File: src/rtl/booth_multiplier_seq.sv
// Sequential radix-2 Booth multiplier for signed operands.
// One add/sub step per clock over an n+1 bit accumulator.

module adder_subtractor_nbit #(
  parameter int n = 5
) (
  input  logic [n-1:0] x,
  input  logic [n-1:0] y,
  input  logic         add_n,
  output logic [n-1:0] sum,
  output logic         cout
);

  logic [n-1:0] y_eff;

  // Subtract as x + ~y + 1, with add_n doubling as the carry-in.
  assign y_eff       = y ^ {n{add_n}};
  assign {cout, sum} = {1'b0, x} + {1'b0, y_eff} + {{n{1'b0}}, add_n};

endmodule

module booth_multiplier_seq #(
  parameter int n = 4
) (
  input  logic           clk,
  input  logic           reset_n,
  input  logic           start,
  input  logic [n-1:0]   multiplicand,
  input  logic [n-1:0]   multiplier,
  output logic           busy,
  output logic           done,
  output logic [2*n-1:0] product
);

  localparam int CW = $clog2(n + 1);

  typedef enum logic {IDLE, BUSY} state_t;

  state_t         state, state_d;
  logic [n:0]     a, a_d, m, m_d;
  logic [n-1:0]   q, q_d;
  logic           qm1, qm1_d;
  logic [CW-1:0]  cnt, cnt_d;
  logic           done_d;
  logic [2*n-1:0] prod_d;

  logic [n:0]     sum, a_nxt, a_sh;
  logic [n-1:0]   q_sh;
  logic           sub;
  logic           add_cout_unused;

  assign sub  = q[0] & ~qm1;
  assign busy = (state == BUSY);

  adder_subtractor_nbit #(.n(n + 1)) u_addsub (
    .x     (a),
    .y     (m),
    .add_n (sub),
    .sum   (sum),
    .cout  (add_cout_unused)
  );

  // Pair 01 adds M, 10 subtracts it; 00/11 keep A as is.
  always_comb begin
    a_nxt = (q[0] ^ qm1) ? sum : a;
    a_sh  = {a_nxt[n], a_nxt[n:1]};
    q_sh  = {a_nxt[0], q[n-1:1]};
  end

  always_comb begin
    state_d = state;
    a_d     = a;
    m_d     = m;
    q_d     = q;
    qm1_d   = qm1;
    cnt_d   = cnt;
    done_d  = 1'b0;
    prod_d  = product;
    unique case (state)
      IDLE: begin
        if (start) begin
          state_d = BUSY;
          m_d     = {multiplicand[n-1], multiplicand};
          q_d     = multiplier;
          a_d     = '0;
          qm1_d   = 1'b0;
          cnt_d   = CW'(n);
        end
      end
      BUSY: begin
        a_d   = a_sh;
        q_d   = q_sh;
        qm1_d = q[0];
        cnt_d = cnt - 1'b1;
        if (cnt == CW'(1)) begin
          prod_d  = {a_sh[n-1:0], q_sh};
          done_d  = 1'b1;
          state_d = IDLE;
        end
      end
      default: state_d = IDLE;
    endcase
  end

  always_ff @(posedge clk or negedge reset_n) begin
    if (!reset_n) begin
      state   <= IDLE;
      a       <= '0;
      m       <= '0;
      q       <= '0;
      qm1     <= 1'b0;
      cnt     <= '0;
      done    <= 1'b0;
      product <= '0;
    end else begin
      state   <= state_d;
      a       <= a_d;
      m       <= m_d;
      q       <= q_d;
      qm1     <= qm1_d;
      cnt     <= cnt_d;
      done    <= done_d;
      product <= prod_d;
    end
  end

endmodule

File: config.mk
export PLATFORM = sky130hd
export DESIGN_NAME = booth_multiplier_seq
export DESIGN_NICKNAME = d
export VERILOG_FILES = /design/src/rtl/booth_multiplier_seq.sv
export SDC_FILE = /design/constraint.sdc
export NUM_CORES = 1
export LEC_CHECK = 0
export ABC_AREA = 1
export BUFFER_PORTS_ARGS = -buffer_cell sky130_fd_sc_hd__buf_2
export CORE_ASPECT_RATIO = 0.8
export CORE_MARGIN = 4
export CORE_UTILIZATION = 54
export DETAILED_ROUTE_END_ITERATION = 10
export HOLD_SLACK_MARGIN = 0.15
export PLACE_DENSITY_LB_ADDON = 0.12
export SYNTH_ARGS = -nofsm -noshare
export SYNTH_HDL_FRONTEND = slang
export SYNTH_SLANG_ARGS = --single-unit
File: constraint.sdc
create_clock -name clk -period 2.45 [get_ports clk]
set_input_delay 0.49 -clock clk [delete_from_list [all_inputs] [get_ports clk]]
set_output_delay 0.49 -clock clk [all_outputs]
set_load 0.005 [all_outputs]
# Yosys cells after proc, flatten, opt, wreduce, memory -nomap -nowiden
# Cells that the tools add are included.
# totals
regBits	27
inputBits	11
out_inout_bits	10
# classes
n_addsub	3
n_eq_ne	2
muxes	14
n_bitwise	5
n_reduce_logical	2
# ops
cell	count
5-bit 2-to-1 mux	2
5-bit one-hot mux with 2 select lines	1
4-bit one-hot mux with 2 select lines	1
3-bit one-hot mux with 2 select lines	1
5-bit by 1-bit adder with 5-bit output	1
5-bit adder	1
1-bit 2-to-1 mux	5
5-bit XOR	1
4-bit 2-to-1 mux	1
1-bit one-hot mux with 2 select lines	2
2-bit AND reduction	2
3-bit by 1-bit equality test with 1-bit output, second input constant	1
3-bit 2-to-1 mux	1
3-bit by 1-bit subtractor with 3-bit output, second input constant	1
2-bit inequality test, second input constant	1
1-bit NOT	2
1-bit bitwise AND	1
1-bit XOR	1

# Longest topological paths before layout
# logic_depth
depth_word	7
mapped_depth	13

# Cells and area by module
# A second synthesis with hierarchy kept.
# hier_totals
hier_cells	180
area_unflattened_um2	1431.4
# by_module_without_submodules
module	n_inst	cells_per_inst	area_per_inst_um2
booth_multiplier_seq	1	136	1122.3
adder_subtractor_nbit	1	44	309.0

# Worst setup path after synthesis
# OpenSTA, ideal clock, no wires.
# synth_path
kind	flip-flop to flip-flop
from	register q[0]
to	register a[1]
setup_time_ps	128
arrival_time_ps	1692
required_ps	2322
setup_slack_ps	630
path_stages_with_launch	7
path_buffers	0
period_less_slack_ps	1820
cell_sequence	dfrtp_1 -> ha_1 -> xor2_1 -> fa_1 -> o21ai_0 -> a21boi_0 -> o21ai_0
# synth_via
elab_chain_len	6
# synth_lines
element	line_no	source
start: declaration	41	logic [n-1:0] q, q_d;
start signal: assignment	119	q <= q_d;
1-bit bitwise AND	52	assign sub = q[0] & ~qm1;
5-bit XOR	17	assign y_eff = y ^ {n{add_n}};
5-bit adder	18	assign {cout, sum} = {1'b0, x} + {1'b0, y_eff} + {{n{1'b0}}, add_n};
5-bit by 1-bit adder with 5-bit output	18	
5-bit 2-to-1 mux *	65	a_nxt = (q[0] ^ qm1) ? sum : a;
5-bit one-hot mux with 2 select lines *	79	unique case (state)
end signal: assignment	108	a <= '0;
end signal: assignment	117	a <= a_d;
end: declaration	40	logic [n:0] a, a_d, m, m_d;
# Every way passes the cells marked *; elsewhere a longest branch is shown, timed or not.
# A chain may end at the register's enable or synchronous reset.

# Worst setup path after layout
# Same ends and word-level chain as after synthesis.

==> flow_metrics.env <==
export IMPL_outcome="completed"
export IMPL_insertion_delay_ns=0.32
export IMPL_grt_overflow_total=0
export IMPL_clock_fmax_mhz=505
export IMPL_grt_pass1_vias=993
export IMPL_seq_power_share=0.366
export IMPL_power_mw=2.21
export IMPL_p_sw_frac=0.436
export IMPL_grt_start_max_net_pins=27
export IMPL_synth_top_family_by_area="simple AND/OR/NAND/NOR gates"
export IMPL_core_area_mm2=0.00221
export IMPL_htreeDepth=1
export IMPL_synthArstFlopShare=1.00
export IMPL_critPathMaxStageDelay_ns=0.44
export IMPL_nNetsFinal=187
export IMPL_r2r_cells=6
export IMPL_drc=0
export IMPL_setup_violations=0
export IMPL_ys_flop_type="dfrtp_1"
export IMPL_cpMostUsedCell="o21ai_0"
export IMPL_clockPowerShare=0.132
export IMPL_hold_path_class="input pin to asynchronous set/reset pin"
export IMPL_syn_to_final_growth_pct=13.5
export IMPL_min_period_over_period=0.808
export IMPL_cts_sinks=26
export IMPL_clock_path_buffers=2
export IMPL_first_pass_iters=4
export IMPL_cp_start_kind="flop"
export IMPL_dpl_instance_area_mm2=0.00140
export IMPL_totalWireLength_um=2480
export IMPL_avgSynthCellArea_um2=8.91
export IMPL_slowest_stage="fa_1"
export IMPL_p_sw_mw=0.966
export IMPL_peakVddDrop_mv=0.781
export IMPL_wire_per_inst_um=12.9
export IMPL_final_area_mm2=0.00146
export IMPL_skew_ns=0.00132
export IMPL_synth_simple_area_share=0.242
export IMPL_track_usage=0.180
export IMPL_synth_compound_area_frac=0.0898
export IMPL_postRouteAntennaNets=0
export IMPL_r2r_slack_ns=0.47
export IMPL_met1_usage=0.243
export IMPL_fin_tns_setup_ns=0
export IMPL_yosysTopAreaCellShare=0.507
export IMPL_synth_edff_count=0
export IMPL_fp_dieH_um=51.6
export IMPL_grt_pass1_wl_um=4550
export IMPL_syn_nets=163
export IMPL_yosys_top_cells_count="nand2_1, dfrtp_1, inv_1"
export IMPL_diodes=0
export IMPL_startpoint="q[0]"
export IMPL_row_count=15
export IMPL_vias=980
export IMPL_ctsResizeCount=0
export IMPL_gp_congestion=0.897
export IMPL_antenna_found_initial=0
export IMPL_place_hpwl_um=1900
export IMPL_worstMarginPinSlew_ns=0.573
export IMPL_grt_busiest_layer="met2"
export IMPL_max_slew_margin=0.618
export IMPL_synth_largest_area_cell="dfrtp_1"
export IMPL_ios=21
export IMPL_r2r_start="q[0]"
export IMPL_cts_buffers=3
export IMPL_crit_chain="ha_1 > xor2_1 > fa_1 > o21ai_0 > a21boi_0 > o21ai_0"
export IMPL_post_cts_buffers=0
export IMPL_synthXorXnorAreaFrac=0.0273
export IMPL_rsz0062_at_grt="no"
export IMPL_cap_violations=0
export IMPL_dr_first_iter_drc_count=55
export IMPL_synth_most_common_cell="nand2_1"
export IMPL_io_buffers=20
export IMPL_internal_power_mw=1.25
export IMPL_die_area_mm2=0.00322
export IMPL_cts_reportedPaths_clkPinSlew_ns=0.14
export IMPL_worstPathMaxFanout=4
export IMPL_finalMaxSlewViolations=0
export IMPL_pwr_share_comb=0.502
export IMPL_yosysSeqAreaShare=0.507
export IMPL_cts_root_buf="clkbuf_4"
export IMPL_ys_ff_latch=26
export IMPL_synth_top_cells_by_area="dfrtp_1, nand2_1, ha_1, inv_1, o21ai_0"
export IMPL_hold_viol_final=0
export IMPL_required_ns=2.66
export IMPL_synthAdderAreaFrac=0.0839
export IMPL_ys_warnings_count=0
export IMPL_drive_gt1_frac=0.198
export IMPL_worstSetupPathType="flop to flop"
export IMPL_p_leak_nw=0.796
export IMPL_synthDistinctLibCells=22
export IMPL_syn_area_mm2=0.00128
export IMPL_period_needed_ns=1.98
export IMPL_crit_end="a[1]"
export IMPL_die_width_um=62.5
export IMPL_cts_tree="yes"
export IMPL_rr_endpoint="a[1]"
export IMPL_hold_buffers=0
export IMPL_viasPerCell=5.10
export IMPL_start_util=0.579
export IMPL_synth_cells=144
export IMPL_endpoint_kind="flop"
export IMPL_grt_use_met2=0.296
export IMPL_crit_arrival_ns=2.20
export IMPL_synth_mux_area_frac=0
export IMPL_power_density_mw_per_mm2=1520
export IMPL_gr_usage_met3=0.0454
==> worst min-delay path by stage <==
stage | from | to | cells past startpoint
6_report | reset_n | done | 1
5_1_grt | reset_n | done | 1
3_5_place_dp | product[0] | product[0] | 2
4_1_cts | reset_n | done | 1
2_1_floorplan | reset_n | a[0] | 0
3_3_place_gp | product[0] | product[0] | 2
==> registers in the layout (all words and copies together), names as in the netlist <==
register / cells
product: 8
done: 1
q: 4
cnt: 3
qm1: 1
busy: 1
a: 4
m: 4
==> final cells by class <==
type                            instances  area, um^2
Timing Repair Buffer                   20         100
Fill cell                             189         759
Tap cell                               25        31.3
Inverter                               14        52.6
Sequential cell                        26         651
Clock inverter                          1        30.0
Clock buffer                            3        22.5
Multi-Input combinational cell        103         568
==> layout by cell type (no fill, tap or decap), drive strengths merged <==
cell type  count
nand2         61
bufinv         1
xor2           4
fa             1
clkbuf         3
nor2           6
ha             7
o21ai         11
inv           14
buf           20
a31oi          2
dfrtp         26
a21boi         1
o22ai          1
nand3          4
o221ai         1
o211ai         2
a21oi          2
==> critical path, delay by kind of cell, from the launching register on <==
| family | cells | cell delay, ns |
|---|---|---|
| AO/OA/AOI/OAI | 3 | 0.54 |
| flip-flops | 1 | 0.42 |
| XOR/XNOR | 1 | 0.21 |
| adder cells (fa/ha/maj) | 2 | 0.70 |
==> metal layers <==
| metal | vias to the layer above | share of wire |
|---|---|---|
| li1 | 504 | - |
| met3 | 4 | 0.059 |
| met5 | - | 0 |
| met1 | 450 | 0.48 |
| met4 | 0 | 0.010 |
| met2 | 22 | 0.45 |
==> logic make-up after synthesis <==
| kind of cell | after synthesis |
|---|---|
| buffers and inverters | 15 |
| adders and majority gates | 8 |
| DFF | 26 |
| xor gates and xnor gates | 4 |
| and+or+nand+nor | 71 |
| AOI/OAI and AO/OA | 20 |
==> stage by stage <==
| stage | utilization | setup WS, ns | std cells | hold WS (ns) |
|---|---|---|---|---|
| after floorplan | - | 0.630 | 144 | 0.194 |
| after global placement | 0.633 | 0.569 | 188 | 0.448 |
| after detailed placement | 0.633 | 0.494 | 188 | 0.454 |
| after CTS | 0.657 | 0.483 | 192 | 0.154 |
| after global routing | 0.657 | 0.365 | 192 | 0.158 |
| final | 0.657 | 0.469 | 192 | 0.139 |
==> power by group through the flow <==
stage	Combinational (mW)	Sequential, mW	Clock, mW
floorplan	0.870	0.766	0
global placement	1.06	0.807	0
detailed placement	1.12	0.820	0
CTS	1.13	0.809	0.300
global route	1.30	0.840	0.323
finish	1.11	0.810	0.292
(Power assumes the default switching activity.)
